$ cat config.mk
export PLATFORM = sky130hd
export DESIGN_NAME = uart_tx_flat
export DESIGN_NICKNAME = d
export VERILOG_FILES = /design/src/rtl/uart_tx_if.sv /design/src/rtl/uart_tx.sv /design/src/flat_wrapper.sv
export SDC_FILE = /design/constraint.sdc
export NUM_CORES = 1
export LEC_CHECK = 0
export BUFFER_PORTS_ARGS = -buffer_cell sky130_fd_sc_hd__buf_4
export CORE_ASPECT_RATIO = 0.9
export CORE_MARGIN = 2
export CORE_UTILIZATION = 64
export DETAILED_ROUTE_END_ITERATION = 16
export PLACE_DENSITY_LB_ADDON = 0.25
export SLEW_MARGIN = 0
export SYNTH_ARGS = -nofsm -noshare
export SYNTH_HDL_FRONTEND = slang
export SYNTH_SLANG_ARGS = --single-unit
$ cat constraint.sdc
create_clock -name clk -period 3.7 [get_ports clk]
set_clock_uncertainty 0.05 [all_clocks]
set_input_delay 0.555 -clock clk [delete_from_list [all_inputs] [get_ports clk]]
set_output_delay 0.555 -clock clk [all_outputs]
set_load 0.005 [all_outputs]
$ cat src/rtl/uart_tx_if.sv
// Byte handshake between a producer and the UART transmitter.
// master = byte producer, slave = uart_tx.
interface uart_tx_if;
    logic [7:0] tx_data;
    logic       tx_valid;
    logic       tx_ready;

    modport master (
        output tx_data,
        output tx_valid,
        input  tx_ready
    );

    modport slave (
        input  tx_data,
        input  tx_valid,
        output tx_ready
    );
endinterface

$ cat src/rtl/uart_tx.sv
// UART transmitter: one byte per handshake, start/8 data LSB first/stop.
// Define UART_TX_PARITY_EN to add an even parity bit after the data bits.
module uart_tx #(
    parameter int BAUD_RATE  = 9600,
    parameter int CLOCK_FREQ = 50000000
) (
    input  logic       clk,
    input  logic       rst_n,
    uart_tx_if.slave   s,
    output logic       data_out,
    output logic       busy,
    output logic       done
);
    localparam int CLKS_PER_BIT = CLOCK_FREQ / BAUD_RATE;
    localparam logic [31:0] BIT_LAST = 32'(CLKS_PER_BIT - 1);

    typedef enum logic [2:0] {
        IDLE,
        START,
        DATA,
`ifdef UART_TX_PARITY_EN
        PARITY,
`endif
        STOP
    } state_t;

    state_t      state_q, state_d;
    logic [31:0] cnt_q, cnt_d;
    logic [2:0]  idx_q, idx_d;
    logic [7:0]  shift_q, shift_d;
    logic        line_q, line_d;
    logic        busy_q, busy_d;
    logic        done_q, done_d;
    logic        ready_q, ready_d;
    logic        bit_end;

    assign bit_end    = (cnt_q == BIT_LAST);
    assign s.tx_ready = ready_q;
    assign data_out   = line_q;
    assign busy       = busy_q;
    assign done       = done_q;

    // State, timers and registered outputs; reset aborts any frame.
    always_ff @(posedge clk) begin
        if (!rst_n) begin
            state_q <= IDLE;
            cnt_q   <= '0;
            idx_q   <= '0;
            shift_q <= '0;
            line_q  <= 1'b1;
            busy_q  <= 1'b0;
            done_q  <= 1'b0;
            ready_q <= 1'b1;
        end else begin
            state_q <= state_d;
            cnt_q   <= cnt_d;
            idx_q   <= idx_d;
            shift_q <= shift_d;
            line_q  <= line_d;
            busy_q  <= busy_d;
            done_q  <= done_d;
            ready_q <= ready_d;
        end
    end

    // Next state plus next-cycle output values derived from it.
    always_comb begin
        state_d = state_q;
        cnt_d   = cnt_q + 32'd1;
        idx_d   = idx_q;
        shift_d = shift_q;
        done_d  = 1'b0;

        unique case (state_q)
            IDLE: begin
                cnt_d = '0;
                if (s.tx_valid && ready_q) begin
                    state_d = START;
                    shift_d = s.tx_data;
                end
            end
            START: begin
                if (bit_end) begin
                    state_d = DATA;
                    cnt_d   = '0;
                    idx_d   = '0;
                end
            end
            DATA: begin
                if (bit_end) begin
                    cnt_d = '0;
                    if (idx_q == 3'd7) begin
`ifdef UART_TX_PARITY_EN
                        state_d = PARITY;
`else
                        state_d = STOP;
`endif
                    end else begin
                        idx_d = idx_q + 3'd1;
                    end
                end
            end
`ifdef UART_TX_PARITY_EN
            PARITY: begin
                if (bit_end) begin
                    state_d = STOP;
                    cnt_d   = '0;
                end
            end
`endif
            STOP: begin
                if (bit_end) begin
                    state_d = IDLE;
                    cnt_d   = '0;
                    done_d  = 1'b1;
                end
            end
            default: begin
                state_d = IDLE;
                cnt_d   = '0;
            end
        endcase

        line_d  = 1'b1;
        busy_d  = (state_d != IDLE);
        ready_d = (state_d == IDLE);
        unique case (state_d)
            START:   line_d = 1'b0;
            DATA:    line_d = shift_d[idx_d];
`ifdef UART_TX_PARITY_EN
            PARITY:  line_d = ^shift_d;
`endif
            default: line_d = 1'b1;
        endcase
    end
endmodule

$ cat src/flat_wrapper.sv
// flat-port wrapper written by rule: the top's interface ports become plain ports
module uart_tx_flat 
#(
    parameter int BAUD_RATE  = 9600,
    parameter int CLOCK_FREQ = 50000000
)
  (clk, rst_n, data_out, busy, done, s_tx_data, s_tx_valid, s_tx_ready);
  uart_tx_if s_i ();
  input  logic clk;
  input  logic rst_n;
  output logic data_out;
  output logic busy;
  output logic done;
  input wire logic [$bits(s_i.tx_data)-1:0] s_tx_data;
  input wire logic [$bits(s_i.tx_valid)-1:0] s_tx_valid;
  output wire logic [$bits(s_i.tx_ready)-1:0] s_tx_ready;
  assign s_i.tx_data = s_tx_data;
  assign s_i.tx_valid = s_tx_valid;
  assign s_tx_ready = s_i.tx_ready;
  uart_tx #(.BAUD_RATE(BAUD_RATE), .CLOCK_FREQ(CLOCK_FREQ)) u_core (.clk(clk), .rst_n(rst_n), .s(s_i), .data_out(data_out), .busy(busy), .done(done));
endmodule
==> run summary <==
outcome = complete, no violations
Layout Utilization = 0.728
pre-CTS setup slack = 1420 ps
f_max = 0.430 GHz
syn_area_per_cell = 9.14 sq um
I/O Buffers = 14
Nets = 300
Setup WS post-layout = 1370 ps
Worst Path Max Fanout = 6
Starting Density = 0.671
CTS tree = yes
leak pwr = 0.918 nW
Clock Path Buffers = 2
CTS root buf = clkbuf_8
Congestion Overflow GR = 0
Post-synth EDFFs = 0
global-route wire length before repair = 8050 microns
number of synthesized register bits = 50
H-Tree Depth = 2
Antenna Nets Post-Route = 0
largest net degree at the start of global routing = 33
Data required, critical path = 3850 ps
vias per inst = 5.79
via count = 1,928
WL final = 4590 microns
clock sinks = 50
fraction of layout cells with a size suffix above 1 = 0.157
FILL cells = 303
hold crit path type = flop to flop
Resize count post-CTS = 0
WHS Path Cells = 1
Clock transition at path regs = 80 ps
Distinct cells, synth = 59
Post-CTS Setup Bufs = 0
Ports = 15
DRT iter0 DRCs = 124
initial antenna violation count = 0
yosys warns = 0
Tcrit/Tclk final = 0.629
Seq/Total Area, Yosys = 0.400
per-cell routed wire length = 13.8 microns
RSZ-0062 raised after global routing = false
Die Area = 4430 sq um
First-pass DRT Iterations = 4
register area = 1000 sq um
syn_nets = 287
core area = 3730 sq um
FP Rows = 21
Finished Cell Area = 2720 sq um
WS Path Type = flop to flop
vias in the first global route = 1,743
Startpoint Class = flop
final routed DRC violation total = 0
Hold Buf Count CTS = 0
P&R area growth vs syn = 8.45%
Maximum Capacitance Violations = 0
final hold vios = 0
CTS buffer count = 5
Tmin final = 2330 ps
top_reg_cell synth = dfxtp_1
post-DP HPWL = 3350 microns
Fin Hold WS = 411 ps
reg2reg path depth = 8
Mapped Area = 2500 sq um
gpl congestion = 0.884
antenna cell count = 0
Die Wd = 69.9 microns
footprint of the multi-input gates = 1440 sq um
Placed Area = 2640 sq um
Cells after Synth = 274
pwr/cell area = 324 nW/um^2
non-filler instance count after layout = 333
Final Slew Violations = 0
Clock Latency Late Sink = 310 ps
GRT Total Usage = 0.230
setup tns final = 0 ps
die height = 63.3 microns
Final Setup Violations = 0
Max IR drop VDD = 0.248 mV
PnR Total Power = 0.880 mW
CP endpoint kind = flop
WP data arrival = 2480 ps
Async SR Flop Fraction = 0
placed insts = 326
[layout by cell type, fill, tap and decap left out, drive strengths merged, types with 3 or more instances in the layout]
master	Yosys	final
dfxtp	50	50
nor2	43	43
nand2	33	33
xor2	17	17
nand3	17	17
buf	1	15
xnor2	11	11
a21boi	10	10
a21oi	8	8
inv	7	7
clkbuf	8	7
nor4	7	7
nand4	6	6
nor3	4	4
and2	3	3
or3	3	3
a211oi	3	3
and4	3	3
o21ai	3	3
[cell families after synthesis]
kind of cell             count (synthesis)  synth area share
AO/OA/AOI/OAI                           41             0.132
XOR/XNOR                                28            0.0979
adder cells (fa/ha/maj)                  2           0.00999
buffers and inverters                   16            0.0245
flip-flops                              50             0.400
multiplexers                             1           0.00400
other                                    1           0.00150
AND/OR/NAND/NOR                        135             0.330
[state kept, by name, indices dropped and copies added (netlist names)]
signal	count
u_core.s.tx_ready	1
u_core.data_out	1
u_core.shift_q	8
u_core.idx_q	3
u_core.state_q	3
u_core.cnt_q	32
u_core.busy	1
u_core.done	1
[Yosys cell counts (all sizes together), types with 2 or more instances]
master	n	share of area
a311oi	2	0.014
a31oi	2	0.0050
a21boi	10	0.031
o41ai	2	0.010
clkbuf	8	0.012
and2	3	0.0075
nand2	33	0.050
and3	2	0.0050
xnor2	11	0.038
a21oi	8	0.016
dfxtp	50	0.40
and4	3	0.011
o21ai	3	0.0060
nor2	43	0.065
a211oi	3	0.0090
xor2	17	0.059
nand4	6	0.029
nand2b	2	0.0050
inv	7	0.010
nor4	7	0.041
ha	2	0.010
or2	2	0.0060
or3	3	0.0075
o31a	2	0.0070
nand3	17	0.038
nor4b	2	0.019
nor3	4	0.012
and4bb	2	0.010
[worst max-delay path: stages (launching register included)]
cell and delay [ps]:
dfxtp_1 360, ha_1 270, a21bo_2 230, a32oi_1 280
a311oi_4 190, nor2_2 230, mux2i_1 270, o311ai_1 110
o31a_1 240
[routing by layer]
| layer | GRT usage | vias to the layer above | share of wire |
|---|---|---|---|
| met3 | 0.0624 | 7 | 0.029 |
| met5 | 0 | - | 0 |
| met4 | 0.0841 | 0 | 0.014 |
| met2 | 0.342 | 21 | 0.45 |
| met1 | 0.321 | 920 | 0.51 |
| li1 | - | 980 | - |
[path summary, 6_finish.rpt]
| kind | slack [ps] | from | end |
|---|---|---|---|
| max | 1370 | u_core.idx_q[0] | u_core.data_out |
| max reg2reg | 1370 | u_core.idx_q[0] | u_core.data_out |
| min | 410 | u_core.cnt_q[0] | u_core.cnt_q[0] |
| min reg2reg | 410 | u_core.cnt_q[0] | u_core.cnt_q[0] |
[layout make-up]
type | count | area share
Clock buffer | 7 | 0.0281
Inverter | 7 | 0.00968
Multi-Input combinational cell | 208 | 0.531
Sequential cell | 50 | 0.369
Tap cell | 46 | 0.0212
Timing Repair Buffer | 15 | 0.0415
[where the power goes]
group          leakage [nW]  internal (mW)  switching (mW)
Clock                0.0383          0.130           0.168
Combinational         0.475         0.0161          0.0164
Sequential            0.404          0.544         0.00470
Total                 0.918          0.691           0.190
(Power assumes the default switching activity.)
